==> config.mk <==
export PLATFORM = sky130hd
export DESIGN_NAME = glitch_seq_wb
export DESIGN_NICKNAME = d
export VERILOG_FILES = /design/src/rtl/glitch_seq_wb.sv
export SDC_FILE = /design/constraint.sdc
export NUM_CORES = 1
export LEC_CHECK = 0
export CAP_MARGIN = 20
export CORE_MARGIN = 2
export CORE_UTILIZATION = 45
export DETAILED_ROUTE_END_ITERATION = 8
export SETUP_SLACK_MARGIN = 0.3
export SYNTH_ARGS = -nofsm -noshare
export SYNTH_HDL_FRONTEND = slang
export SYNTH_SLANG_ARGS = --single-unit
==> constraint.sdc <==
create_clock -name clk_i -period 5.4 [get_ports clk_i]
set_input_delay 0.81 -clock clk_i [delete_from_list [all_inputs] [get_ports clk_i]]
set_output_delay 0.81 -clock clk_i [all_outputs]
set_load 0.005 [all_outputs]
==> src/rtl/glitch_seq_wb.sv <==
// Wishbone-slave glitch sequencer: software queues (delay, width) descriptors
// into a FIFO, then arms the block, which plays them back on glitch_o either
// immediately or after a synchronised rising edge on trig_i.
module glitch_seq_wb #(
  parameter int DELAY_W    = 16,
  parameter int WIDTH_W    = 16,
  parameter int FIFO_DEPTH = 16,
  parameter int CNT_W      = 5
) (
  input  logic       clk_i,
  input  logic       rst_i,
  input  logic [3:0] adr_i,
  input  logic [7:0] dat_i,
  output logic [7:0] dat_o,
  input  logic       we_i,
  input  logic       stb_i,
  output logic       ack_o,
  input  logic       trig_i,
  output logic       glitch_o,
  output logic       busy_o,
  output logic       irq_o
);

  localparam int PTR_W = CNT_W - 1;

  typedef enum logic [2:0] {IDLE, WAIT_TRIG, LOAD, DELAY, PULSE} state_t;

  state_t               state_q, state_d;
  logic [31:0]          staging_q;
  logic                 trig_mode_q;
  logic                 ovf_q;
  logic [31:0]          fifo_mem [FIFO_DEPTH];
  logic [PTR_W-1:0]     wr_ptr_q, rd_ptr_q;
  logic [CNT_W-1:0]     level_q;
  logic [DELAY_W-1:0]   del_cnt_q;
  logic [WIDTH_W-1:0]   wid_cnt_q;
  logic                 trig_s1_q, trig_s2_q, trig_s3_q;
  logic                 irq_set;
  logic [7:0]           rd_data;

  // Bus request decode: a transfer is accepted in the cycle ack is being raised.
  logic wr_cyc, rd_cyc, ctrl_wr, abort_cmd, arm_cmd, flush_cmd, ovf_clr, push_req;
  assign wr_cyc    = stb_i & ~ack_o & we_i;
  assign rd_cyc    = stb_i & ~ack_o & ~we_i;
  assign ctrl_wr   = wr_cyc & (adr_i == 4'd0);
  assign abort_cmd = ctrl_wr & dat_i[1];
  assign arm_cmd   = ctrl_wr & dat_i[0];
  assign flush_cmd = ctrl_wr & dat_i[3] & (state_q == IDLE);
  assign ovf_clr   = wr_cyc & (adr_i == 4'd1) & dat_i[3];
  assign push_req  = wr_cyc & (adr_i == 4'd7);

  // FIFO status; a pop in the same cycle frees room for a push to a full queue.
  logic fifo_empty, fifo_full, pop, push_ok, ovf_set, more_after_pop, more_now, trig_rise;
  logic [31:0]        head;
  logic [DELAY_W-1:0] head_d;
  logic [WIDTH_W-1:0] head_w;
  assign fifo_empty     = (level_q == '0);
  assign fifo_full      = (level_q == CNT_W'(FIFO_DEPTH));
  assign pop            = (state_q == LOAD);
  assign push_ok        = push_req & (~fifo_full | pop);
  assign ovf_set        = push_req & ~push_ok;
  assign head           = fifo_mem[rd_ptr_q];
  assign head_d         = head[DELAY_W-1:0];
  assign head_w         = head[31:DELAY_W];
  assign more_after_pop = (level_q != CNT_W'(1)) | push_ok;
  assign more_now       = ~fifo_empty | push_ok;
  assign trig_rise      = trig_s2_q & ~trig_s3_q;
  assign busy_o         = (state_q != IDLE);

  // Bus handshake and registered read data, zero whenever ack is low.
  always_ff @(posedge clk_i or negedge rst_i) begin
    if (!rst_i) begin
      ack_o <= 1'b0;
      dat_o <= 8'h00;
    end else begin
      ack_o <= stb_i & ~ack_o;
      dat_o <= rd_cyc ? rd_data : 8'h00;
    end
  end

  // Read multiplexer over the register map; unmapped addresses read as zero.
  always_comb begin
    rd_data = 8'h00;
    case (adr_i)
      4'd0:                      rd_data = {5'b0, trig_mode_q, 2'b0};
      4'd1:                      rd_data = {3'b0, busy_o, ovf_q, fifo_full, fifo_empty, ~busy_o};
      4'd2:                      rd_data = {{(8-CNT_W){1'b0}}, level_q};
      4'd4, 4'd5, 4'd6, 4'd7:    rd_data = staging_q[{adr_i[1:0], 3'b000} +: 8];
      default:                   rd_data = 8'h00;
    endcase
  end

  // Software-visible configuration: staging bytes, trigger mode and sticky overflow.
  always_ff @(posedge clk_i or negedge rst_i) begin
    if (!rst_i) begin
      staging_q   <= 32'h0;
      trig_mode_q <= 1'b0;
      ovf_q       <= 1'b0;
    end else begin
      if (wr_cyc && adr_i[3:2] == 2'b01)
        staging_q[{adr_i[1:0], 3'b000} +: 8] <= dat_i;
      if (ctrl_wr)
        trig_mode_q <= dat_i[2];
      if (ovf_set)
        ovf_q <= 1'b1;
      else if (ovf_clr)
        ovf_q <= 1'b0;
    end
  end

  // Descriptor storage; the pushed word uses the byte-3 value being written now.
  always_ff @(posedge clk_i) begin
    if (push_ok)
      fifo_mem[wr_ptr_q] <= {dat_i, staging_q[23:0]};
  end

  // Queue pointers and occupancy; flush clears them while the sequencer is idle.
  always_ff @(posedge clk_i or negedge rst_i) begin
    if (!rst_i) begin
      wr_ptr_q <= '0;
      rd_ptr_q <= '0;
      level_q  <= '0;
    end else if (flush_cmd) begin
      wr_ptr_q <= '0;
      rd_ptr_q <= '0;
      level_q  <= '0;
    end else begin
      if (push_ok) wr_ptr_q <= wr_ptr_q + 1'b1;
      if (pop)     rd_ptr_q <= rd_ptr_q + 1'b1;
      case ({push_ok, pop})
        2'b10:   level_q <= level_q + 1'b1;
        2'b01:   level_q <= level_q - 1'b1;
        default: level_q <= level_q;
      endcase
    end
  end

  // Two-flop synchroniser for trig_i plus one extra stage for edge detection.
  always_ff @(posedge clk_i or negedge rst_i) begin
    if (!rst_i) begin
      trig_s1_q <= 1'b0;
      trig_s2_q <= 1'b0;
      trig_s3_q <= 1'b0;
    end else begin
      trig_s1_q <= trig_i;
      trig_s2_q <= trig_s1_q;
      trig_s3_q <= trig_s2_q;
    end
  end

  // Sequencer state register with registered glitch and irq outputs.
  always_ff @(posedge clk_i or negedge rst_i) begin
    if (!rst_i) begin
      state_q  <= IDLE;
      glitch_o <= 1'b0;
      irq_o    <= 1'b0;
    end else begin
      state_q  <= state_d;
      glitch_o <= (state_d == PULSE);
      irq_o    <= irq_set;
    end
  end

  // Next-state logic; abort overrides everything, including a concurrent arm.
  always_comb begin
    state_d = state_q;
    irq_set = 1'b0;
    if (abort_cmd) begin
      state_d = IDLE;
    end else begin
      case (state_q)
        IDLE:
          if (arm_cmd && !fifo_empty && !dat_i[3])
            state_d = dat_i[2] ? WAIT_TRIG : LOAD;
        WAIT_TRIG:
          if (trig_rise) state_d = LOAD;
        LOAD:
          if (head_d != '0)        state_d = DELAY;
          else if (head_w != '0)   state_d = PULSE;
          else if (more_after_pop) state_d = LOAD;
          else begin
            state_d = IDLE;
            irq_set = 1'b1;
          end
        DELAY:
          if (del_cnt_q == DELAY_W'(1)) begin
            if (wid_cnt_q != '0) state_d = PULSE;
            else if (more_now)   state_d = LOAD;
            else begin
              state_d = IDLE;
              irq_set = 1'b1;
            end
          end
        PULSE:
          if (wid_cnt_q == WIDTH_W'(1)) begin
            if (more_now) state_d = LOAD;
            else begin
              state_d = IDLE;
              irq_set = 1'b1;
            end
          end
        default: state_d = IDLE;
      endcase
    end
  end

  // Delay and width counters: loaded from the head in LOAD, counted down after.
  always_ff @(posedge clk_i or negedge rst_i) begin
    if (!rst_i) begin
      del_cnt_q <= '0;
      wid_cnt_q <= '0;
    end else begin
      case (state_q)
        LOAD: begin
          del_cnt_q <= head_d;
          wid_cnt_q <= head_w;
        end
        DELAY:   del_cnt_q <= del_cnt_q - 1'b1;
        PULSE:   wid_cnt_q <= wid_cnt_q - 1'b1;
        default: ;
      endcase
    end
  end

endmodule

# After elaboration in Yosys (flattened, before gate mapping)

Memories as Yosys holds them, arrays and structs flattened.
Index checks and enable logic that the tools add are counted.

Flip-flop bits (word level): 96
RAM bits: 512
Input port bits: 17
Output and inout bits: 12
Word-level logic and storage cells: 124
Memories kept: 1

Memories:

| name     | words | bits a word | rd ports | clocked after memory_dff | write ports | RTL line | text |
|---|---|---|---|---|---|---|---|
| fifo_mem | 16    | 32          | 1        | 0                        | 1           | 32       | `logic [31:0] fifo_mem [FIFO_DEPTH];` |

$add $sub $neg: 7
Equality and inequality tests: 18
Shift operators: 3
Muxes and demuxes: 36
Bitwise logic cells: 24
Reduce and logical (&&, ||, !) cells: 19

Operators by type and width:

| cell                     | count |
|---|---|
| $pmux W16 S2             | 2 |
| $reduce_bool A16 Y1      | 3 |
| $bwmux W32               | 1 |
| $eq A16 B1 Y1 const B    | 2 |
| $pmux W8 S4              | 1 |
| $shift A8 B7 Y32 const A | 1 |
| $shiftx A32 B6 Y8        | 1 |
| $shiftx A8 B7 Y32        | 1 |
| $sub A16 B1 Y16 const B  | 2 |
| $mux W3                  | 8 |
| $eq A4 B3 Y1 const B     | 4 |
| $mux W4                  | 4 |
| $pmux W3 S5              | 1 |
| $and A1 B1 Y1            | 14 |
| $mux W1                  | 12 |
| $pmux W5 S2              | 1 |
| $reduce_bool A2 Y1       | 5 |
| $add A4 B1 Y4 const B    | 2 |
| $mux W8                  | 1 |
| $neg A5 Y7               | 1 |
| $not A1 Y1               | 7 |
| $eq A3 B2 Y1 const B     | 2 |
| $eq A3 B3 Y1 const B     | 2 |
| $mux W2                  | 3 |
| 19 further kinds         | 26 |

# Longest topological paths before layout

Gate-level depths: netlist of run 1.

Depth after elaboration: 12
Gate-level depth with buffers: 12
Mapped depth without buffers: 8

# Worst setup path before layout of run 1

OpenSTA, ideal clock, no wires.

Path type: input to register
Start: input port we_i
End: memory fifo_mem[0][0] (enable)
Library setup time: 502 ps
Data arrival time: 4438 ps
Required time: 4898 ps
Setup slack: 460 ps
Cell stages on the path: 4
Buffers on the path: 0
Path through: and3b_1 -> and2_1 -> nand3_1 -> nor4_1

Longest elaborated chain between the ends: 5

RTL lines:

| what                          | RTL line | text |
|---|---|---|
| start, declared               | 15       | `input logic we_i,` |
| $and A1 B1 Y1                 | 43       | `assign wr_cyc = stb_i & ~ack_o & we_i;` |
| $and A1 B1 Y1                 | 50       | `assign push_req = wr_cyc & (adr_i == 4'd7);` |
| $and A1 B1 Y1                 | 60       | `assign push_ok = push_req & (~fifo_full \| pop);` |
| $mux W1                       | 113      | `if (push_ok)` |
| $mux W1 (implied by the code) | 114      | `fifo_mem[wr_ptr_q] <= {dat_i, staging_q[23:0]};` |
| end, declared                 | 32       |  |

No other way between the ends.

# Final worst setup path of run 1

Start: register rd_ptr_q[0]
End: register state_q[0]

Longest elaborated chain between the ends: 6
Elaborated cells on any way between the ends: 7
Those cells by class: 4 x mux; 2 x reduce/logical; 1 x memory

RTL lines:

| what                   | RTL line | text |
|---|---|---|
| start, declared        | 33       | `logic [PTR_W-1:0] wr_ptr_q, rd_ptr_q;` |
| start signal, assigned | 129      | `if (pop) rd_ptr_q <= rd_ptr_q + 1'b1;` |
| $mem_v2 Z16 W32 *      | --       |  |
| $reduce_bool A16 Y1    | 179      | `else if (head_w != '0) state_d = PULSE;` |
| $mux W3                | 179      |  |
| $mux W3 *              | 178      | `if (head_d != '0) state_d = DELAY;` |
| $pmux W3 S5 *          | 171      | `case (state_q)` |
| $mux W3 *              | 168      | `if (abort_cmd) begin` |
| named net state_d[0]   | 28       | `state_t state_q, state_d;` |
| end signal, assigned   | 158      | `state_q <= state_d;` |
| end, declared          | 28       |  |

The timed path passes the listed nets; every way through them passes the cells marked *.
A chain may end at the register's enable or synchronous reset.

==> flow_summary_export.csv, run 1 <==
group,metric,value,unit
synth,syn_area,24400,um2
synth,synthSimpleGateAreaFrac,0.0575,
cts,htree_num_levels,2,
placement,port_buffers,28,
setup_path,cp_common_cell,"mux4_2",
timing,final_hold_viol_count,0,
placement,routabilityCongestion,0.817,
setup_path,cpPeakStageDelay,0.92,ns
global_route,grt_overflow,0,
setup_path,startpoint_type,"flop",
routing,first_pass_iters,5,
setup_path,critPathRequiredTime,5.90,ns
timing,skew,0.0184,ns
finish,fillCellCount,4289,
finish,syn2layout_area_growth,13.3,%
cts,clock_path_buffers,3,
finish,diodes,0,
global_route,grt_pass1_vias,13200,
synth,yosys-top-cells-area,"edfxtp_1 63%, mux4_2 13%, dfrtp_1 9.9%",
cts,clkLatencyLatePin,0.62,ns
outcome,outcome,"finished, final reports clean",
synth,synth_cell_types,60,
setup_path,path_max_fanout,34,
global_route,grt_usage,0.214,
cts,root_buffer,"clkbuf_16",
run,cap_viol_max_count,0,
die,dieArea,56100,um2
synth,synthFlopType,"edfxtp_1",
global_route,grt_pass1_wl,87.7,mm
setup_path,crit_chain,"buf_4, mux4_2, mux4_2, or4_4, nor4_4, a211oi_1, a31o_1",
timing,finalCritPeriodShare,0.690,
global_route,use_met1,0.297,
die,rows,85,
timing,setup-violations-final,0,
die,die-width,237,um
synth,synth.avg_cell_area,18.0,um2
timing,drv_slew,0,
routing,num_vias,13000,
power_and_ir_drop,power_leakage,0.00945,uW
synth,synth.most_common_cell,"edfxtp_1",
cts,path_clk_slew,0.06,ns
synth,synth_xor_area_frac,0.00611,
setup_path,cp-end-kind,"flop",
finish,multi_input_area,6310,um2
routing,drtIter0Drc,1244,
routing,route.detailed.drc,0,
setup_path,cp.arrival,4.23,ns
timing,rsz0062_at_grt,"no",
timing,tns,0,ns
synth,synth_compound_area_frac,0.0499,
timing,fin_crit,3.73,ns
placement,place_hpwl,35.9,mm
placement,placed_cell_area,25700,um2
setup_path,crit_buf_inv,1,
finish,fin_cells,2166,
die,die_h,237,um
cts,post-cts-setup-buffers,0,
synth,syn_inst,1355,
routing,wirelength,58.7,mm
setup_path,worstSetupPathType,"flop to flop",
cts,cts_tree,"done",
synth,synth_fp_nets,1393,
finish,regArea,17800,um2
die,start_util,0.454,
cts,cts_sinks,608,
routing,wl_per_cell,27.1,um
synth,ys_warn_count,0,
synth,ys_seq_area_frac,0.729,
synth,synthAdderAreaFrac,0.0108,
worst_hold_path,hold_class,"input port to asynchronous set/reset pin",
power_and_ir_drop,peakVddDrop,0.323,mV
synth,synth_top_family_by_area,"multiplexers",
cts,cts_hold_buf,0,
synth,synth_mux_area_frac,0.131,
global_route,gr-usage-met2,0.357,
global_route,antenna_found_initial,1,
global_route,gr-max-usage-layer,"met2",
finish,drive_above_1_share,0.197,
timing,relSlewSlack,0.259,
global_route,gr-usage-met3,0.0323,
synth,synth.top_cell.area_share,0.631,
synth,async_reset_ff_frac,0.158,
synth,synth_edf_count,512,
placement,dp_cells,2057,
finish,stdcell_area,27600,um2
die,core,53700,um2
finish,finalNetCount,1461,
cts,post_cts_resized,0,
routing,ant_nets,0,
global_route,grt_max_degree,53,
setup_path,cp_slowest_cell,"dfrtp_4",
synth,yosys-top-cells-count,"512 x edfxtp_1, 144 x nand2_1, 136 x mux4_2, 96 x dfrtp_1, 53 x o21ai_0",
routing,viasPerCell,6.00,
timing,fmax,268,MHz
setup_path,cpLargestDelayFamily,"multiplexers",
finish,fin_util,0.514,
die,pin_count,29,
power_and_ir_drop,power.density,466,nW/um2
synth,netlist.top_cell.by_area,"edfxtp_1",
timing,worst_slew_pin_slew,1.11,ns
cts,cts_buffers,59,
synth,synth_seq_cells,608,
-- worst register-to-register path, stage by stage (launching register included) --
cell,delay (ns)
dfrtp_4,0.92
buf_4,0.44
mux4_2,0.55
mux4_2,0.50
or4_4,0.57
nor4_4,0.25
a211oi_1,0.16
a31o_1,0.23
-- area by class of cell --
class	instances	area share
clock buffers	77	0.0578
clock inverters	31	0.0105
inverters	19	0.00258
multi-input cells	663	0.228
flip-flops and latches	608	0.644
well taps	696	0.0315
repair buffers	72	0.0252
-- cells in the final DEF, fill, tap and decap left out, types with 7 or more instances in the layout --
master	netlist	layout
inv_1	19	19
a22oi_1	49	49
clkbuf_1	42	14
a21oi_1	16	16
buf_12	0	7
ha_1	21	21
dfrtp_1	96	94
clkinv_1	0	11
clkinv_2	0	10
nor3_1	13	9
nor2_1	39	33
mux4_2	136	136
nand2_1	144	144
or4_1	10	10
nand4_1	7	7
mux2i_1	11	11
xor2_1	8	8
edfxtp_1	512	512
nor4_1	13	9
o211ai_1	10	10
buf_4	5	37
xnor2_1	9	9
clkbuf_16	0	60
o21ai_1	8	8
o21ai_0	53	53
or3_1	8	8
nor2b_1	11	9
a22o_1	8	8
clkdlybuf4s50_1	0	27
nand3_1	18	18
-- per-layer routing --
metal,share of wire,vias up
li1,-,5569
met1,0.42,6901
met2,0.50,445
met3,0.059,79
met4,0.021,2
met5,0.00024,-
-- state kept, by name, indices dropped and copies added (netlist names) --
signal and count:
trig_mode_q 1, wr_ptr_q 4, glitch_o 1, ovf_q 1
wid_cnt_q 16, trig_s1_q 1, state_q 3, trig_s2_q 1
level_q 5, irq_o 1, trig_s3_q 1, staging_q 32
del_cnt_q 16, fifo_mem 512, rd_ptr_q 4, ack_o 1
dat_o 8
-- cell families after synthesis --
group / count (synthesis)
XOR/XNOR: 17
buffers and inverters: 84
flip-flops: 608
AO/OA/AOI/OAI: 182
multiplexers: 148
AND/OR/NAND/NOR: 295
adder cells (fa/ha/maj): 21
-- where the power goes --
part | total [uW] | leakage [uW] | internal (uW) | switching [uW]
Clock | 4040 | 0.000916 | 2310 | 1730
Sequential | 5670 | 0.00617 | 5260 | 411
Combinational | 3150 | 0.00237 | 1410 | 1740
-- final timing paths --
kind                       cells after the start                        to  slack (ns)               startpoint
setup / recovery                               7      state_q[0]$_DFF_PN0_        1.67  rd_ptr_q[0]$_DFFE_PN0P_
hold / removal                                 1  del_cnt_q[8]$_DFFE_PN0P_        0.23                    rst_i
setup reg to reg                               7      state_q[0]$_DFF_PN0_        1.67  rd_ptr_q[0]$_DFFE_PN0P_
hold reg to reg                                0       trig_s2_q$_DFF_PN0_        0.35      trig_s1_q$_DFF_PN0_
max in group asynchronous                      2   rd_ptr_q[0]$_DFFE_PN0P_        4.06                    rst_i
min in group clk_i                             0       trig_s2_q$_DFF_PN0_        0.35      trig_s1_q$_DFF_PN0_
-- through the flow --
stage	total power, uW	hold slack, ns	worst slack, ns
final	12900	0.234	1.67
after global placement	8920	0.334	1.11
after CTS	13000	0.230	1.62
after detailed placement	8970	0.338	1.44
after floorplan	7860	0.331	0.460
after global routing	13400	0.287	1.41
Power figures use the tool's default switching activity.
==> inputs of run 2 (changes only) <==
- clock period: 5.4 -> 3.4 ns (I/O delays scaled with it)
==> run 2 against run 1 <==
  * Hold slack better by 0.11 ns
  * Clock-buffer cell count is 5 higher
  * Combinational power is 92% higher
  * Via count is 2.0% higher
  * Non-clock buffer count is 76 higher
  * Cell count is 3.6% higher
  * Core utilization is 2.0 points higher
  * First-iteration DRC count is 5.3% higher
  * Sequential power is 55% higher
  * Sequential share of layout area is 2.4 points lower
  * Largest cell class unchanged
==> flow_summary_export.csv, run 2 (same netlist as run 1, synthesis figures left out) <==
group,metric,value,unit
run,cap_viol_max_count,0,
setup_path,cp.arrival,3.63,ns
die,start_util,0.454,
timing,relSlewSlack,0.392,
finish,final_cell_mix,"512 x edfxtp_1, 137 x nand2_1, 136 x mux4_2",
routing,viasPerCell,5.90,
timing,fmax,326,MHz
die,rows,85,
setup_path,worstSetupPathType,"flop to flop",
setup_path,cp-end-kind,"flop",
placement,dp_slack,0.120,ns
finish,diodes,0,
cts,htree_num_levels,2,
timing,tns,0,ns
setup_path,startpoint_type,"flop",
setup_path,critPathRequiredTime,3.96,ns
timing,holdWs,0.340,ns
timing,fin_crit,3.07,ns
finish,top_register,"fifo_mem",
timing,worst_slack,0.333,ns
routing,drtIter0Drc,1310,
global_route,grt_pass1_vias,13200,
die,pin_count,29,
power_and_ir_drop,power_frac_clock,0.302,
placement,routabilityCongestion,0.892,
cts,cts_tree,"done",
timing,finalCritPeriodShare,0.902,
die,die_h,237,um
worst_hold_path,hold_class,"input port to flop",
routing,route.detailed.drc,0,
finish,fillCellCount,4207,
power_and_ir_drop,p_int,14900,uW
setup_path,ff2ff_path_depth,11,
timing,skew,0.0117,ns
worst_hold_path,hold_depth,1,
timing,final_hold_viol_count,0,
power_and_ir_drop,combPwrFrac,0.284,
global_route,grt_max_degree,54,
routing,wl_per_cell,26.8,um
timing,drv_slew,0,
global_route,grt_overflow,0,
finish,final_common_cell,"edfxtp_1",
placement,port_buffers,28,
cts,clkLatencyLatePin,0.62,ns
cts,clock_path_buffers,3,
routing,num_vias,13300,
finish,drive_above_1_share,0.256,
cts,path_clk_slew,0.06,ns
global_route,grt_usage,0.218,
setup_path,path_max_fanout,10,
power_and_ir_drop,seqPwrFrac,0.413,
die,core,53700,um2
cts,cts_buffers,60,
power_and_ir_drop,netSwitchingFraction,0.298,
timing,worst_slew_pin_slew,0.910,ns
finish,syn2layout_area_growth,17.7,%
placement,dp_cells,2103,
routing,wirelength,60.2,mm
global_route,antenna_found_initial,0,
finish,finalNetCount,1538,
routing,first_pass_iters,5,
outcome,outcome,"finished, final reports clean",
timing,setup-violations-final,0,
power_and_ir_drop,power.switching,6330,uW
power_and_ir_drop,peakVddDrop,0.438,mV
routing,ant_nets,0,
placement,place_hpwl,36.6,mm
die,die-width,237,um
finish,fin_util,0.534,
finish,top_regs,"fifo_mem: 512 flops, staging_q: 32 flops",
power_and_ir_drop,power_leakage,0.00998,uW
cts,cts_sinks,608,
finish,largest_register_ffs,512,
cts,root_buffer,"clkbuf_16",
timing,rsz0062_at_grt,"yes",
finish,fin_cells,2245,
die,dieArea,56100,um2
power_and_ir_drop,power.density,740,nW/um2
global_route,grt_pass1_wl,88.5,mm
-- run 2: changes by cell type in the layout (fill, tap and decap cells not counted), moves of 7 or more --
cell	delta
buf_4	+51
buf_12	+18
nand2_2	+7
nand2_1	-7
clkinv_2	+8
-- run 2: area by class of cell --
| class | count | area [um2] | area share |
|---|---|---|---|
| timing repair buffer | 148 | 1580 | 0.0551 |
| tap | 696 | 871 | 0.0303 |
| clock inverter | 29 | 180 | 0.00628 |
| inverter | 19 | 71.3 | 0.00248 |
| clock buffer | 82 | 1750 | 0.0610 |
| sequential | 608 | 17800 | 0.620 |
| multi-input combinational | 663 | 6460 | 0.225 |
-- run 2: final timing paths --
path / from / endpoint / slack [ns]
max: rd_ptr_q[0]$_DFFE_PN0P_ / state_q[1]$_DFF_PN0_ / 0.33
min: trig_i / trig_s1_q$_DFF_PN0_ / 0.34
max reg2reg: rd_ptr_q[0]$_DFFE_PN0P_ / state_q[1]$_DFF_PN0_ / 0.33
min reg2reg: trig_s1_q$_DFF_PN0_ / trig_s2_q$_DFF_PN0_ / 0.35
max in group asynchronous: rst_i / ack_o$_DFF_PN0_ / 2.12
min in group asynchronous: rst_i / dat_o[1]$_DFF_PN0_ / 0.51
-- run 2: metrics by stage --
stage                     total power [uW]  instance area (um2)
after floorplan                      12500                24500
after global placement               14400                26400
after CTS                            20900                28400
after global routing                 22200                28700
final                                21200                28700
after detailed placement             14500                26400
-- run 2: power by group through the flow --
stage / combinational (uW) / sequential (uW) / clock, uW
after floorplan: 3770 / 8730 / 0
after global placement: 5470 / 8950 / 0
after detailed placement: 5520 / 8960 / 0
after CTS: 5600 / 8780 / 6540
after global routing: 6490 / 8820 / 6850
final: 6050 / 8780 / 6420
-- run 2: what timing repair did --
| action | in CTS | in global routing |
|---|---|---|
| setup buffers | 3 | 26 |
| endpoints found under the hold margin | 52 | 0 |
| endpoints found under the setup margin | 5 | 25 |
| hold buffers | 1 | 0 |
| pin swaps | 1 | 6 |
| cloned | 0 | 1 |
| gates resized for setup | 2 | 25 |
-- run 2: worst max-delay path: stages, from the launching register on --
cell and delay (ns):
dfrtp_4 0.54, buf_12 0.16, buf_4 0.15, clkbuf_16 0.18, mux4_2 0.44, a22oi_1 0.26, nand2_1 0.19, nor4_2 0.34
nand4_1 0.13, buf_4 0.18, o31ai_1 0.27, a21o_1 0.15
-- run 2: metal layers --
metal	vias to the layer above	global-route usage	wire, um
met5	-	0	0
met4	0	0.0585	1520
met3	91	0.0346	3380
met2	450	0.359	29600
met1	6961	0.305	25700
li1	5749	-	-
